[config.mk]
export PLATFORM = sky130hd
export DESIGN_NAME = tl_lane_queue
export DESIGN_NICKNAME = d
export VERILOG_FILES = /design/src/rtl/tl_model_pkg.sv /design/src/rtl/tl_lane_queue.sv
export SDC_FILE = /design/constraint.sdc
export NUM_CORES = 1
export LEC_CHECK = 0
export ABC_AREA = 1
export CAP_MARGIN = 20
export CORE_AREA = 2 2 39 41
export CTS_BUF_LIST = sky130_fd_sc_hd__clkbuf_8
export DETAILED_ROUTE_END_ITERATION = 8
export DIE_AREA = 0 0 41 43
export PLACE_DENSITY = 0.48
export SETUP_SLACK_MARGIN = 0.15
export SLEW_MARGIN = 10
export SYNTH_ARGS = -nofsm -noshare
export SYNTH_HDL_FRONTEND = slang
export SYNTH_SLANG_ARGS = --single-unit
[constraint.sdc]
create_clock -name clk -period 1.55 [get_ports clk]
set_input_delay 0.31 -clock clk [delete_from_list [all_inputs] [get_ports clk]]
set_output_delay 0.31 -clock clk [all_outputs]
set_load 0.005 [all_outputs]
[src/rtl/tl_model_pkg.sv]
// Shared constants for the intersection queue model: light encoding (common
// with the traffic-light controller), approach FSM states and queue sizing.
package tl_model_pkg;

    // Light encoding driven by the traffic-light controller.
    localparam logic [1:0] LIGHT_GREEN  = 2'b00;
    localparam logic [1:0] LIGHT_YELLOW = 2'b01;
    localparam logic [1:0] LIGHT_RED    = 2'b10;
    localparam logic [1:0] LIGHT_LEFT   = 2'b11;

    // Per-approach FSM states.
    localparam logic [2:0] ST_STOP    = 3'd0;
    localparam logic [2:0] ST_START_S = 3'd1;
    localparam logic [2:0] ST_FLOW_S  = 3'd2;
    localparam logic [2:0] ST_START_L = 3'd3;
    localparam logic [2:0] ST_FLOW_L  = 3'd4;

    // Lane queue counter width and saturation value.
    localparam int             Q_W   = 3;
    localparam logic [Q_W-1:0] Q_MAX = 3'd7;

    // Next approach state from the current state and the light seen this cycle.
    // A movement needs one START cycle before it flows; any yellow/red stops it.
    function automatic logic [2:0] next_approach_state(input logic [2:0] state,
                                                       input logic [1:0] light);
        logic [2:0] nxt;
        nxt = ST_STOP;
        case (light)
            LIGHT_GREEN: nxt = (state == ST_START_S || state == ST_FLOW_S) ? ST_FLOW_S : ST_START_S;
            LIGHT_LEFT:  nxt = (state == ST_START_L || state == ST_FLOW_L) ? ST_FLOW_L : ST_START_L;
            default:     nxt = ST_STOP;
        endcase
        return nxt;
    endfunction

endpackage

[src/rtl/tl_lane_queue.sv]
// One lane's saturating car counter (0..Q_MAX) with occupancy sensor and a
// sticky overflow flag for arrivals dropped while full.
module tl_lane_queue
    import tl_model_pkg::*;
(
    input  logic           clk,
    input  logic           reset,
    input  logic           inc,
    input  logic           dec,
    output logic [Q_W-1:0] count,
    output logic           sensor,
    output logic           ovf
);

    logic [Q_W-1:0] r_count;
    logic           r_ovf;
    logic           w_dec_ok;

    // A departure only happens when there is a car to leave.
    assign w_dec_ok = dec && (r_count != '0);

    // Count update: arrival+departure cancel, full arrivals are dropped and flagged.
    always_ff @(posedge clk) begin
        if (reset) begin
            r_count <= '0;
            r_ovf   <= 1'b0;
        end else if (inc && !w_dec_ok) begin
            if (r_count == Q_MAX) begin
                r_ovf <= 1'b1;
            end else begin
                r_count <= r_count + 3'd1;
            end
        end else if (w_dec_ok && !inc) begin
            r_count <= r_count - 3'd1;
        end
    end

    assign count  = r_count;
    assign sensor = (r_count != '0);
    assign ovf    = r_ovf;

endmodule

==> metrics.md <==
| Metric | Value |
|---|---|
| CP Class | register to register |
| Clk buf depth | 2 |
| Leakage | ~0.23 nW |
| Max incr delay on CP | between 0.3 and 0.4 ns |
| Final WL | between 600 and 700 µm |
| Fin crit share | 0.9528 |
| Worst-path clk slew | around 0.030 ns |
| Total grt overflow | 0 |
| Post-synth top area cell | dfxtp_1 |
| Share of layout cells above drive strength 1 | 0.4727 |
| Min Tclk post-route | about 1.5 ns |
| DRC | 0 |
| Vias | roughly 280 |
| Final setup vio count | 0 |
| CTS Buf Count | 3 |
| Synth cell count leaders | inv_1, nor2_1, dfxtp_1 |
| N_diodes | 0 |
| CTS Hold Buffers Added | 0 |
| NumNets Final | 62 |
| CTS tree | built |
| Vias per cell | about 4.0 |
| Outcome | finished, final reports clean |
| Number of buffers and inverters on the critical path | 2 |
| Routed len/inst | slightly above 9 µm |
| Gpl congestion | around 0.74 |
| GR Util All Layers | 0.1064 |
| Yosys reg bits | 4 |
| Pins Over Slew Limit | 0 |
| Crit start category | register |
| Die height | between 40 and 50 µm |
| First-pass GRT wire length | roughly 1.2 mm |
| VDD IR max | 0.0005524 V |
| Die Wd | between 40 and 50 µm |
| Syn Area/Cell | just over 7 µm² |
| Synthesized area | between 200 and 250 µm² |
| Routed Antenna Nets | 0 |
| Fin. Hold Viols | 0 |
| Library cells used by synthesis | 15 |
| Crit path DAT | 1.58 ns |
| Root Buffer | clkbuf_8 |
| Fraction of registers with async set or reset after synthesis | 0 |
| EDFF count, synth | 0 |
| Router iterations before antenna repair | 3 |
| Core Area | approximately 0.0014 mm² |
| Synthesis-to-layout area growth | 88.78% |
| Port Buf Inserts | 8 |
| Worst-margin pin slew | 0.1694 ns |
| Sequential-to-total area share from yosys stat | 0.3265 |
| Layout Utilization | 0.3345 |
| Synth Instances | 34 |
| HP Class | register to register |
| Largest net degree at the start of global routing | 5 |
| Max-cap violations | 0 |
| Post-synthesis net count | 39 |
| Initial core utilization | 0.1772 |
| Post-synth top area share | 0.3265 |
| Initial antenna violation count | 0 |
| CP endpoint kind | register |
| WHS | about 0.46 ns |
| CP Cell Sequence | nor2_2, nand2_2, a21oi_2, inv_2, fa_2, inv_2, nand4_1, a21oi_1, nor2_1 |
| Max Freq | between 600 and 700 MHz |
| Relative slew slack | 0.8868 |
| Yosys warning count | 0 |
| Worst-path maximum fanout | 2 |
| Most used cell, CP | inv_2 |
| CP delay by family, top | adder cells |
| Top cells by area, synth | dfxtp_1, fa_1, inv_1, nand2_2, nor2_1 |
| Row cnt | 14 |
| Unrepaired setup endpoints after global routing | true |
| Max Clock Skew | ~0.00042 ns |
| CP Data Required Time | approximately 1.7 ns |
| CP max-delay cell | fa_2 |
| H-tree levels | 1 |
| Num Clock Sinks | 4 |
| PD cells | 1308 mW/mm² |
| I/O pin total | 9 |
| Clock Latency Late Sink | about 0.21 ns |
| DRT iter0 DRCs | 4 |
| Dpl hpwl | about 520 µm |
| Top_reg_cell synth | dfxtp_1 |
| Total Die Area | about 0.0018 mm² |
| Number of global-route vias before repair | 283 |
worst paths after layout:
path         startpoint       end  slack (ns)  cells after the start
min reg2reg         ovf       ovf        0.46                      1
max            count[1]  count[2]        0.07                      9
min                 ovf       ovf        0.46                      1
max reg2reg    count[1]  count[2]        0.07                      9
logic make-up after synthesis:
family	count (synthesis)	synth area share
adder cells (fa/ha/maj)	1	0.08164
flip-flops	4	0.3265
AO/OA/AOI/OAI	5	0.1122
buffers and inverters	7	0.1072
AND/OR/NAND/NOR	17	0.3724
where the power goes:
group / internal, mW / switching [mW]
clock: 0.166 / 0.0550
sequential: 0.124 / 0.0118
combinational: 0.130 / 0.119
total: 0.420 / 0.186
per-layer routing:
layer	track usage	part of all wire
met5	0	0
met4	0.1400	0.029
met3	0.01571	0.015
met2	0.1563	0.55
met1	0.1029	0.41
placed cells by master, fill, tap and decap left out, types with 3 or more instances in the layout:
cell type and instances:
buf_4 10, clkbuf_8 3, dlygate4sd2_1 6, inv_1 4
inv_2 3, nand2_2 3, nand3_1 3, nor2_1 5
worst reg2reg max path, delay by kind of cell (launching register included):
kind	cells	cell delay [ns]
buffers and inverters	2	0.10
adder cells (fa/ha/maj)	1	0.34
AO/OA/AOI/OAI	2	0.28
AND/OR/NAND/NOR	4	0.31
flip-flops	1	0.32
registers in the layout (all words and copies together) (netlist names):
signal / count
count: 3
ovf: 1
through the flow:
| stage | total power, mW | instance area (µm²) | worst slack (ns) | TNS (ns) | instances |
|---|---|---|---|---|---|
| 2_1_floorplan | 0.2581 | 252.7 | 0.03647 | 0 | 34 |
| 6_report | 0.6055 | 462.9 | 0.07310 | 0 | 71 |
| 4_1_cts | 0.6114 | 455.4 | 0.04994 | 0 | 70 |
| 3_5_place_dp | 0.3965 | 412.9 | -0.2870 | -0.4848 | 66 |
| 5_1_grt | 0.6570 | 462.9 | -0.01740 | -0.01740 | 71 |
| 3_3_place_gp | 0.3931 | 412.9 | -0.2990 | -0.4747 | 66 |
timing repair:
item	CTS	global route
setup buffers	1	1
resized for setup	7	1
pin swaps	8	6
cloned	0	0
setup endpoints to repair	6	3
layout make-up:
| type | count | area, µm² |
|---|---|---|
| fill | 149 | 920.9 |
| timing repair buffer | 18 | 147.6 |
| multi-input combinational | 23 | 145.1 |
| sequential | 4 | 82.58 |
| clock buffer | 3 | 41.29 |
| inverter | 7 | 26.28 |
| tap | 16 | 20.02 |
Power figures use the tool's default switching activity.
